## src/rtl/operand_fetch_if.sv

```systemverilog
// operand_fetch_if: groups the decode request, writeback, register-file and execute
// handshake signals of operand_fetch.
//   master: operand_fetch side (drives in_ready, rf_* outputs, out_valid, out_rs1/2)
//   slave : environment side (decode, writeback, register file, execute)
interface operand_fetch_if;
  logic        in_valid;
  logic        in_ready;
  logic [4:0]  in_rs1_addr;
  logic [4:0]  in_rs2_addr;
  logic        in_use_rs1;
  logic        in_use_rs2;
  logic        wb_valid;
  logic [4:0]  wb_rd;
  logic [31:0] wb_data;
  logic [31:0] rf_rs1_addr;
  logic [31:0] rf_rs2_addr;
  logic [31:0] rf_rs1;
  logic [31:0] rf_rs2;
  logic [31:0] rf_rd;
  logic [31:0] rf_rd_data;
  logic        rf_rd_write;
  logic        out_valid;
  logic        out_ready;
  logic [31:0] out_rs1;
  logic [31:0] out_rs2;
  modport master (
    input  in_valid, in_rs1_addr, in_rs2_addr, in_use_rs1, in_use_rs2,
    input  wb_valid, wb_rd, wb_data, rf_rs1, rf_rs2, out_ready,
    output in_ready, rf_rs1_addr, rf_rs2_addr, rf_rd, rf_rd_data, rf_rd_write,
    output out_valid, out_rs1, out_rs2
  );
  modport slave (
    output in_valid, in_rs1_addr, in_rs2_addr, in_use_rs1, in_use_rs2,
    output wb_valid, wb_rd, wb_data, rf_rs1, rf_rs2, out_ready,
    input  in_ready, rf_rs1_addr, rf_rs2_addr, rf_rd, rf_rd_data, rf_rd_write,
    input  out_valid, out_rs1, out_rs2
  );
endinterface

```

## src/rtl/operand_fetch.sv

```systemverilog
// operand_fetch: fetches two source operands from a synchronous-read register file,
// forwards writebacks into the file and bypasses writes the read latency would miss.
//   clk, reset : clock, synchronous active-high reset
//   bus        : operand_fetch_if.master (request, writeback, register file, operands)
// Optional: OPFETCH_HOLD_FWD_EN keeps held operands current with writebacks while
// waiting for the consumer; otherwise held operands stay frozen until the handshake.
module operand_fetch (
  input logic clk,
  input logic reset,
  operand_fetch_if.master bus
);
  typedef enum logic [1:0] {IDLE, ADDR, DATA, HOLD} state_t;
  state_t state;
  logic [4:0] a1, a2;
  logic u1, u2, f1, f2;
  logic [31:0] b1, b2, sel1, sel2;
  logic hit1, hit2, accept;
  assign hit1 = bus.wb_valid && (a1 != 5'd0) && (bus.wb_rd == a1);
  assign hit2 = bus.wb_valid && (a2 != 5'd0) && (bus.wb_rd == a2);
  assign bus.in_ready = (state == IDLE) || (state == HOLD && bus.out_ready);
  assign accept = bus.in_valid && bus.in_ready;
  assign bus.rf_rs1_addr = {27'd0, a1};
  assign bus.rf_rs2_addr = {27'd0, a2};
  assign bus.rf_rd = {27'd0, bus.wb_rd};
  assign bus.rf_rd_data = bus.wb_data;
  assign bus.rf_rd_write = bus.wb_valid && (|bus.wb_rd) && !reset;
  // A write landing at the capture edge is newer than any bypass or array value.
  assign sel1 = (!u1 || a1 == 5'd0) ? 32'd0 : hit1 ? bus.wb_data : f1 ? b1 : bus.rf_rs1;
  assign sel2 = (!u2 || a2 == 5'd0) ? 32'd0 : hit2 ? bus.wb_data : f2 ? b2 : bus.rf_rs2;
  always_ff @(posedge clk) begin
    if (reset) begin
      state <= IDLE;
      a1 <= 5'd0;
      a2 <= 5'd0;
      u1 <= 1'b0;
      u2 <= 1'b0;
      f1 <= 1'b0;
      f2 <= 1'b0;
      b1 <= 32'd0;
      b2 <= 32'd0;
      bus.out_valid <= 1'b0;
      bus.out_rs1 <= 32'd0;
      bus.out_rs2 <= 32'd0;
    end else begin
      if (accept) begin
        a1 <= bus.in_rs1_addr;
        a2 <= bus.in_rs2_addr;
        u1 <= bus.in_use_rs1;
        u2 <= bus.in_use_rs2;
        f1 <= 1'b0;
        f2 <= 1'b0;
      end
      case (state)
        IDLE: if (accept) state <= ADDR;
        ADDR: begin
          // The array returns the pre-write value for a write at this edge.
          if (hit1) begin
            b1 <= bus.wb_data;
            f1 <= 1'b1;
          end
          if (hit2) begin
            b2 <= bus.wb_data;
            f2 <= 1'b1;
          end
          state <= DATA;
        end
        DATA: begin
          bus.out_rs1 <= sel1;
          bus.out_rs2 <= sel2;
          bus.out_valid <= 1'b1;
          state <= HOLD;
        end
        HOLD: begin
`ifdef OPFETCH_HOLD_FWD_EN
          if (hit1 && u1) bus.out_rs1 <= bus.wb_data;
          if (hit2 && u2) bus.out_rs2 <= bus.wb_data;
`endif
          if (bus.out_ready) begin
            bus.out_valid <= 1'b0;
            state <= accept ? ADDR : IDLE;
          end
        end
      endcase
    end
  end
endmodule

```

## src/flat_wrapper.sv

```systemverilog
// flat-port wrapper written by rule: the top's interface ports become plain ports
module operand_fetch_flat 
  (clk, reset, bus_in_valid, bus_in_rs1_addr, bus_in_rs2_addr, bus_in_use_rs1, bus_in_use_rs2, bus_wb_valid, bus_wb_rd, bus_wb_data, bus_rf_rs1, bus_rf_rs2, bus_out_ready, bus_in_ready, bus_rf_rs1_addr, bus_rf_rs2_addr, bus_rf_rd, bus_rf_rd_data, bus_rf_rd_write, bus_out_valid, bus_out_rs1, bus_out_rs2);
  operand_fetch_if bus_i ();
  input logic clk;
  input logic reset;
  input wire logic [$bits(bus_i.in_valid)-1:0] bus_in_valid;
  input wire logic [$bits(bus_i.in_rs1_addr)-1:0] bus_in_rs1_addr;
  input wire logic [$bits(bus_i.in_rs2_addr)-1:0] bus_in_rs2_addr;
  input wire logic [$bits(bus_i.in_use_rs1)-1:0] bus_in_use_rs1;
  input wire logic [$bits(bus_i.in_use_rs2)-1:0] bus_in_use_rs2;
  input wire logic [$bits(bus_i.wb_valid)-1:0] bus_wb_valid;
  input wire logic [$bits(bus_i.wb_rd)-1:0] bus_wb_rd;
  input wire logic [$bits(bus_i.wb_data)-1:0] bus_wb_data;
  input wire logic [$bits(bus_i.rf_rs1)-1:0] bus_rf_rs1;
  input wire logic [$bits(bus_i.rf_rs2)-1:0] bus_rf_rs2;
  input wire logic [$bits(bus_i.out_ready)-1:0] bus_out_ready;
  output wire logic [$bits(bus_i.in_ready)-1:0] bus_in_ready;
  output wire logic [$bits(bus_i.rf_rs1_addr)-1:0] bus_rf_rs1_addr;
  output wire logic [$bits(bus_i.rf_rs2_addr)-1:0] bus_rf_rs2_addr;
  output wire logic [$bits(bus_i.rf_rd)-1:0] bus_rf_rd;
  output wire logic [$bits(bus_i.rf_rd_data)-1:0] bus_rf_rd_data;
  output wire logic [$bits(bus_i.rf_rd_write)-1:0] bus_rf_rd_write;
  output wire logic [$bits(bus_i.out_valid)-1:0] bus_out_valid;
  output wire logic [$bits(bus_i.out_rs1)-1:0] bus_out_rs1;
  output wire logic [$bits(bus_i.out_rs2)-1:0] bus_out_rs2;
  assign bus_i.in_valid = bus_in_valid;
  assign bus_i.in_rs1_addr = bus_in_rs1_addr;
  assign bus_i.in_rs2_addr = bus_in_rs2_addr;
  assign bus_i.in_use_rs1 = bus_in_use_rs1;
  assign bus_i.in_use_rs2 = bus_in_use_rs2;
  assign bus_i.wb_valid = bus_wb_valid;
  assign bus_i.wb_rd = bus_wb_rd;
  assign bus_i.wb_data = bus_wb_data;
  assign bus_i.rf_rs1 = bus_rf_rs1;
  assign bus_i.rf_rs2 = bus_rf_rs2;
  assign bus_i.out_ready = bus_out_ready;
  assign bus_in_ready = bus_i.in_ready;
  assign bus_rf_rs1_addr = bus_i.rf_rs1_addr;
  assign bus_rf_rs2_addr = bus_i.rf_rs2_addr;
  assign bus_rf_rd = bus_i.rf_rd;
  assign bus_rf_rd_data = bus_i.rf_rd_data;
  assign bus_rf_rd_write = bus_i.rf_rd_write;
  assign bus_out_valid = bus_i.out_valid;
  assign bus_out_rs1 = bus_i.out_rs1;
  assign bus_out_rs2 = bus_i.out_rs2;
  operand_fetch u_core (.clk(clk), .reset(reset), .bus(bus_i));
endmodule
```

## config.mk

```make
export PLATFORM = sky130hd
export DESIGN_NAME = operand_fetch_flat
export DESIGN_NICKNAME = d
export VERILOG_FILES = /design/src/rtl/operand_fetch_if.sv /design/src/rtl/operand_fetch.sv /design/src/flat_wrapper.sv
export SDC_FILE = /design/constraint.sdc
export NUM_CORES = 1
export LEC_CHECK = 0
export BUFFER_PORTS_ARGS = -buffer_cell sky130_fd_sc_hd__clkbuf_2
export CAP_MARGIN = 30
export CELL_PAD_IN_SITES_DETAIL_PLACEMENT = 1
export CELL_PAD_IN_SITES_GLOBAL_PLACEMENT = 1
export CORE_MARGIN = 4
export CORE_UTILIZATION = 38
export DETAILED_ROUTE_END_ITERATION = 8
export PLACE_DENSITY = 0.95
export SYNTH_ARGS = -nofsm -noshare
export SYNTH_HDL_FRONTEND = slang
export SYNTH_SLANG_ARGS = --single-unit
```

## constraint.sdc

```tcl
create_clock -name clk -period 4.5 [get_ports clk]
set_input_delay 0.45 -clock clk [delete_from_list [all_inputs] [get_ports clk]]
set_output_delay 0.45 -clock clk [all_outputs]
set_load 0.03 [all_outputs]
```

==> flow_summary.yaml, run 1 <==
run_status:
  status: "finished, final reports clean"
hold_path:
  min_path_cells: 3
  hp-class: "in -> reg"
  min_from: "bus_in_rs2_addr[4]"
  min_to: "u_core.a2[4]"
critical_path:
  worstPathArrival_ps: 3030
  slowest_delay_ps: 850
  crit_chain: "inv_2, a222oi_1, and4_2, buf_4, a211oi_1, o31ai_2"
  crit_slowest_cell: "and4_2"
  cp_max_fo: 34
  path_class: "reg -> reg"
  critPathCaptureType: "register"
  required_ps: 4820
  rrSetupSlack_ps: 1790
  r2r-end: "u_core.bus.out_rs2[8]"
  cp_top_family: "simple AND/OR/NAND/NOR gates"
  start_kind: "register"
  reg2reg_depth: 6
  critPathBufInv: 2
  r2r_start: "u_core.a2[0]"
cts:
  cts_made_buffers: 17
  postCtsSetupBuffers: 0
  cts.reportedPaths.clkPinSlew_ps: 60
  hold_buffers: 0
  cts_resized: 0
  cts-root-buf: "clkbuf_16"
  clock_latency_ps: 410
  clk_path_buf_depth: 2
  tritoncts: "yes"
  cts.sinks: 145
  htree_levels: 4
power_and_ir_drop:
  max-vdd-ir-drop_mv: 0.228
  powerDensity_nw_per_um2: 406
  p_total_w: 0.00362
  p_leak_nw: 3.81
sta:
  hold_violations: 0
  rsz0062_at_grt: "false"
  setup_ws_ps: 1790
  fin_skew_ps: 13.2
  setup_viol: 0
  fin_crit_sh_pct: 60.3
  fin_crit_ps: 2710
  fmax_mhz: 369
  worstMarginPinSlew_ps: 952
  relSlewSlack_pct: 36.5
  tns_ps: 0
  finalMaxSlewViolations: 0
yosys:
  yosysSeqAreaShare_pct: 38.4
  syn-cell-area_um2: 7550
  ys_seq_elements: 145
  synth_area_per_cell_um2: 8.83
  ys_types: 39
  yosysWarnings: 0
  syn_inst: 855
grt:
  grt_pass1_wl_um: 37500
  grt_pass1_vias: 7032
  antenna_found_initial: 1
  grt_max_degree: 79
  grt_overflow: 0
  grt_usage_pct: 21.2
layout:
  utilization_pct: 45.7
  fin_nets: 1148
  areaGrowthSynthToFinish_pct: 18.1
  final_cell_mix: "clkbuf_2, dfxtp_1, nand2_1"
  drive_gt1_share_pct: 32.5
  final_common_cell: "clkbuf_2"
placed_design:
  dpl.hpwl_um: 17500
  port_buffers: 231
  place_ws_ps: 1660
  gp_congestion: 0.791
die:
  start_util_pct: 38.7
  core_um2: 19500
  pin_count: 313
  die_w_um: 149
  die_h_um: 149
  rows: 51
  dieArea_um2: 22200
route:
  post_drt_wl_per_cell_um: 18.3
  drt_iter0_drc: 161
  dr.pass1.iters: 5
  viasPerCell: 4.95
  drc_errors: 0
  drt-total-wl_um: 23900
  vias: 6450
  ant_nets: 0
run:
  cap_violations: 0
[state kept, by name (all words and copies together), names as in the netlist]
name / flops
u_core.bus.out_rs1: 32
u_core.state: 2
u_core.bus.out_valid: 1
u_core.u2: 1
u_core.a1: 5
u_core.u1: 1
u_core.f2: 1
u_core.f1: 1
u_core.a2: 5
u_core.b2: 32
u_core.b1: 32
u_core.bus.out_rs2: 32
[synth_stat cells, drive strengths merged]
master,number,area share [%]
xnor2,2,0.23
xor2,2,0.23
a221oi,1,0.12
o221ai,1,0.12
a21oi,35,2.3
nor3b,2,0.20
mux2i,77,10
ha,5,0.83
clkbuf,39,1.9
o21ai,33,2.2
o2111ai,1,0.20
inv,9,0.45
nand2,101,5.0
nor2,83,4.2
nor4,3,0.65
o31ai,32,4.4
o2111a,1,0.15
mux2,32,4.8
nand4,2,0.17
conb,1,0.050
a222oi,1,0.13
buf,135,14
nand2b,6,0.50
nand3,34,2.3
nor2b,34,2.8
a211oi,33,3.3
dfxtp,145,38
or4,2,0.20
a22oi,1,0.099
o211ai,1,0.099
and4,1,0.12
[metrics by stage]
stage / cell area, um2 / hold WS, ps / instances
detailed placement: 8310 / 441 / 1271
finish: 8910 / 275 / 1304
CTS: 8910 / 251 / 1303
floorplan: 7850 / 433 / 935
global placement: 8270 / 438 / 1269
global route: 8910 / 269 / 1304
[power breakdown]
part	switching, W	internal [W]
Combinational	0.000564	0.000222
Clock	0.000565	0.000891
Sequential	0.0000461	0.00133
[tightest hold or removal path: cells and delay by family]
kind / cells / cell delay [ps]
buffers and inverters: 1 / 80
muxes: 1 / 50
and+or+nand+nor: 1 / 70
[area by class of cell]
type | count | area, um2
diodes | 1 | 2.50
clock buffers | 20 | 447
clock inverters | 12 | 158
fillers | 2412 | 10600
inverters | 9 | 33.8
multi-input cells | 607 | 3750
flip-flops and latches | 145 | 2910
well taps | 265 | 332
repair buffers | 245 | 1290
[routing by layer]
metal / vias to the layer above / track usage [%] / routed length (um)
met4: 0 / 5.90 / 301
met2: 210 / 39.3 / 12600
met3: 19 / 3.80 / 1220
li1: 3066 / - / -
met1: 3155 / 24.9 / 9820
met5: - / 0 / 0
[worst max-delay path by stage]
stage / from / to / slack, ps / cells after the start
5_1_grt: u_core.a2[0] / u_core.bus.out_rs2[18] / 1600 / 6
6_report: u_core.a2[0] / u_core.bus.out_rs2[8] / 1790 / 6
3_5_place_dp: bus_wb_rd[0] / u_core.bus.out_rs2[8] / 1660 / 6
2_1_floorplan: u_core.a1[0] / u_core.b1[15] / 2550 / 6
3_3_place_gp: bus_wb_rd[0] / u_core.bus.out_rs1[18] / 1700 / 7
4_1_cts: u_core.state[1] / u_core.b1[7] / 1820 / 7
[cell families after synthesis]
group | Yosys count | synth area share (%)
buffers and inverters | 183 | 16.1
adder cells (fa/ha/maj) | 5 | 0.829
AND/OR/NAND/NOR | 268 | 16.1
AO/OA/AOI/OAI | 140 | 13.1
flip-flops | 145 | 38.4
other | 1 | 0.0497
XOR/XNOR | 4 | 0.464
multiplexers | 109 | 15.0
(Power assumes the default switching activity.)
==> inputs of run 2 (changes only) <==
--- a/config.mk
+++ b/config.mk
@@ -10,9 +10,9 @@
 export CELL_PAD_IN_SITES_DETAIL_PLACEMENT = 1
 export CELL_PAD_IN_SITES_GLOBAL_PLACEMENT = 1
 export CORE_MARGIN = 4
-export CORE_UTILIZATION = 38
+export CORE_UTILIZATION = 32
 export DETAILED_ROUTE_END_ITERATION = 8
-export PLACE_DENSITY = 0.95
+export PLACE_DENSITY = 0.88
 export SYNTH_ARGS = -nofsm -noshare
 export SYNTH_HDL_FRONTEND = slang
 export SYNTH_SLANG_ARGS = --single-unit
==> constraint.sdc (replaced) <==
create_clock -name clk -period 2.44 [get_ports clk]
set_input_delay 0.244 -clock clk [delete_from_list [all_inputs] [get_ports clk]]
set_output_delay 0.244 -clock clk [all_outputs]
set_load 0.03 [all_outputs]
==> flow_summary.yaml, run 2 (synthesis gave the netlist of run 1 again) <==
critical_path:
  r2r_start: "u_core.a1[3]"
  slowest_delay_ps: 560
  start_kind: "register"
  endpoint: "u_core.b1[10]"
  reg2reg_depth: 7
  crit_chain: "or4_1, nor2_2, buf_4, nor4_4, buf_4, mux2i_1, nor2_1"
  critPathBufInv: 2
  path_class: "reg -> reg"
  worst-path-stages: 7
  crit_top_cell: "buf_4"
  critPathCaptureType: "register"
  cp_max_fo: 33
  required_ps: 2710
  crit_start: "u_core.a1[3]"
  crit_slowest_cell: "buf_4"
  cp_top_family: "buffers and inverters"
  rrSetupSlack_ps: 330
  worstPathArrival_ps: 2380
  r2r-end: "u_core.b1[10]"
cts:
  clk_path_buf_depth: 2
  hold_buffers: 0
  postCtsSetupBuffers: 0
  clock_latency_ps: 420
  cts-root-buf: "clkbuf_16"
  cts_resized: 0
  cts.sinks: 145
  htree_levels: 4
  tritoncts: "yes"
  cts_made_buffers: 17
  cts.reportedPaths.clkPinSlew_ps: 70
route:
  post_drt_wl_per_cell_um: 17.9
  drt_iter0_drc: 236
  drc_errors: 0
  dr.pass1.iters: 4
  viasPerCell: 4.75
  ant_nets: 0
  drt-total-wl_um: 24500
  vias: 6489
layout:
  areaGrowthSynthToFinish_pct: 20.9
  utilization_pct: 39.8
  ff_latch_area_um2: 2910
  nFillCells: 2783
  final_common_cell: "clkbuf_2"
  antenna_cells: 0
  multi_input_area_um2: 3750
  drive_gt1_share_pct: 33.5
  final_cell_mix: "clkbuf_2, dfxtp_1, nand2_1"
  fin_nets: 1163
sta:
  relSlewSlack_pct: 57.6
  tns_ps: 0
  fmax_mhz: 474
  hold_violations: 0
  fin_crit_ps: 2110
  setup_viol: 0
  finalMaxSlewViolations: 0
  fin_crit_sh_pct: 86.5
  worstMarginPinSlew_ps: 636
  fin_skew_ps: 15.0
  rsz0062_at_grt: "false"
grt:
  antenna_found_initial: 0
  grt_pass1_wl_um: 38000
  grt_usage_pct: 18.4
  grt_overflow: 0
  grt_max_degree: 65
  grt_pass1_vias: 6994
die:
  rows: 55
  start_util_pct: 33.0
  dieArea_um2: 26100
  pin_count: 313
  core_um2: 22900
  die_h_um: 162
  die_w_um: 162
placed_design:
  gp_congestion: 0.783
  dpl.hpwl_um: 17700
  port_buffers: 231
run_status:
  status: "finished, final reports clean"
power_and_ir_drop:
  powerDensity_nw_per_um2: 746
  p_leak_nw: 3.89
  max-vdd-ir-drop_mv: 0.418
run:
  cap_violations: 0
hold_path:
  hp-class: "in -> reg"
run 2: through the flow:
| step | hold WS [ps] | power, W | cells | area [um2] | setup WS [ps] |
|---|---|---|---|---|---|
| floorplan | 388 | 0.00371 | 935 | 7850 | 487 |
| global placement | 437 | 0.00409 | 1333 | 8500 | 0.939 |
| detailed placement | 439 | 0.00414 | 1334 | 8510 | 322 |
| CTS | 40.6 | 0.00690 | 1366 | 9130 | 305 |
| global route | 56.3 | 0.00713 | 1366 | 9130 | 108 |
| finish | 59.7 | 0.00681 | 1366 | 9130 | 330 |
run 2: where the power goes:
group	internal [W]	switching, W
Sequential	0.00245	0.0000779
Clock	0.00167	0.00107
Combinational	0.000465	0.00108
Total	0.00458	0.00223
run 2: worst min-delay path by stage:
stage / startpoint / end / slack (ps) / cells past startpoint
detailed placement: u_core.bus.out_rs2[15] / u_core.bus.out_rs2[15] / 440 / 2
global placement: u_core.bus.out_rs1[16] / u_core.bus.out_rs1[16] / 440 / 2
CTS: bus_in_rs2_addr[4] / u_core.a2[4] / 40 / 3
finish: bus_in_rs2_addr[4] / u_core.a2[4] / 60 / 3
global route: bus_in_rs2_addr[0] / u_core.a2[0] / 60 / 3
floorplan: bus_in_rs1_addr[0] / u_core.a1[0] / 390 / 2
run 2: per-layer routing:
layer  up-vias  share of wire (%)  global-route usage, %
li1       3089                  -                      -
met3        13                5.0                   3.73
met1      3171                 43                   22.1
met2       216                 51                   33.9
met4         0               0.96                   4.15
met5         -                  0                      0
run 2: worst reg2reg max path: stages (launching register included):
cell,delay [ps]
dfxtp_1,430
or4_1,180
nor2_2,60
buf_4,140
nor4_4,250
buf_4,560
mux2i_1,280
nor2_1,60
run 2: final cells by class:
class                      instances  share of cell area, %
clock buffer                      20                   5.00
clock inverter                    12                   1.73
inverter                           9                  0.370
multi-input combinational        607                   41.1
sequential                       145                   31.8
tap                              313                   4.29
timing repair buffer             260                   15.7
==> inputs of run 3 (changes only) <==
--- a/config.mk
+++ b/config.mk
@@ -13,6 +13,7 @@
 export CORE_UTILIZATION = 32
 export DETAILED_ROUTE_END_ITERATION = 8
 export PLACE_DENSITY = 0.88
+export SETUP_SLACK_MARGIN = 0.5
 export SYNTH_ARGS = -nofsm -noshare
 export SYNTH_HDL_FRONTEND = slang
 export SYNTH_SLANG_ARGS = --single-unit
==> flow_summary.yaml, run 3 (synthesis gave the netlist of run 1 again) <==
grt:
  grt_pass1_wl_um: 37800
  grt_overflow: 0
  grt_max_degree: 79
  grt_pass1_vias: 6909
  antenna_found_initial: 1
  grt_usage_pct: 18.2
die:
  start_util_pct: 33.0
  rows: 55
  die_w_um: 162
  dieArea_um2: 26100
  core_um2: 22900
  die_h_um: 162
  pin_count: 313
sta:
  relSlewSlack_pct: 37.4
  tns_ps: 0
  whs_ps: 64.2
  fin_crit_ps: 1930
  worstMarginPinSlew_ps: 939
  hold_violations: 0
  fin_skew_ps: 15.3
  fin_crit_sh_pct: 79.3
  fmax_mhz: 517
  rsz0062_at_grt: "true"
  finalMaxSlewViolations: 0
  setup_viol: 0
placed_design:
  dpl.cell_count: 1321
  port_buffers: 231
  dpl.hpwl_um: 17000
  gp_congestion: 0.763
hold_path:
  hp-class: "in -> reg"
  min_from: "bus_in_rs2_addr[2]"
run_status:
  status: "finished, final reports clean"
layout:
  drive_gt1_share_pct: 35.3
  utilization_pct: 41.0
  nFillCells: 2737
  ff_latch_area_um2: 2910
  multi_input_area_um2: 3810
  final_cell_mix: "clkbuf_2, dfxtp_1, nand2_1"
  fin_nets: 1165
  areaGrowthSynthToFinish_pct: 24.3
  final_common_cell: "clkbuf_2"
  final_cells: 1368
power_and_ir_drop:
  powerDensity_nw_per_um2: 744
  max-vdd-ir-drop_mv: 0.410
  p_leak_nw: 4.00
critical_path:
  worstPathArrival_ps: 2200
  crit_start: "u_core.a1[1]"
  cp_max_fo: 5
  required_ps: 2710
  r2r_start: "u_core.a1[1]"
  critPathCaptureType: "register"
  path_class: "reg -> reg"
  start_kind: "register"
route:
  ant_nets: 0
  post_drt_wl_per_cell_um: 19.9
  vias: 6601
  dr.pass1.iters: 4
  drt-total-wl_um: 27200
  viasPerCell: 4.83
  drt_iter0_drc: 329
  drc_errors: 0
cts:
  cts.sinks: 145
  clk_path_buf_depth: 2
  cts_made_buffers: 17
  clock_latency_ps: 420
  cts.reportedPaths.clkPinSlew_ps: 60
  htree_levels: 4
  cts-root-buf: "clkbuf_16"
  tritoncts: "yes"
run:
  cap_violations: 0
## run 3: final timing paths
check                           endpoint  cells past startpoint  slack (ps)
hold / removal              u_core.a2[2]                      3          60
hold reg to reg   u_core.bus.out_rs1[10]                      2         450
setup / recovery           u_core.b1[29]                      7         510
setup reg to reg           u_core.b1[29]                      7         510
## run 3: per-stage QoR
stage	power, W	setup slack, ps	area, um2
finish	0.00699	506	9390
global route	0.00727	397	9390
CTS	0.00695	489	9050
detailed placement	0.00407	312	8400
global placement	0.00404	379	8400
floorplan	0.00371	503	7850
## run 3: what timing repair did
action / in CTS / in global routing
pin swaps: 1 / 8
endpoints found under the setup margin: 99 / 130
hold buffers: 0 / 0
buffers inserted: 1 / 4
resized for setup: 7 / 37
cloned: 0 / 10
## run 3: area by class of cell
| cell class | instances | area share (%) |
|---|---|---|
| multi-input combinational | 607 | 40.6 |
| clock inverter | 13 | 1.95 |
| timing repair buffer | 262 | 17.2 |
| inverter | 9 | 0.360 |
| tap | 313 | 4.17 |
| sequential | 145 | 31.0 |
| clock buffer | 18 | 4.68 |
| antenna | 1 | 0.0267 |
## run 3: worst max-delay path: stages, from the launching register on
cell and delay (ps):
dfxtp_2 340, or4_4 560, nor2_4 190, nor4_4 70
buf_6 160, clkbuf_16 170, mux2i_2 220, nor2_1 60
## run 3: power breakdown
group	total [W]	switching, W	internal (W)
combinational	0.00162	0.00111	0.000505
sequential	0.00254	0.0000865	0.00245
clock	0.00283	0.00109	0.00174
## run 3: per-layer routing
layer  up-vias  wire length, um  track usage [%]  share of wire (%)
met3        25             1710             4.13                6.3
met5         -                0                0                  0
met1      3218            11600             21.5                 42
met4         0              482             5.31                1.8
met2       256            13500             33.1                 49
li1       3102                -                -                  -
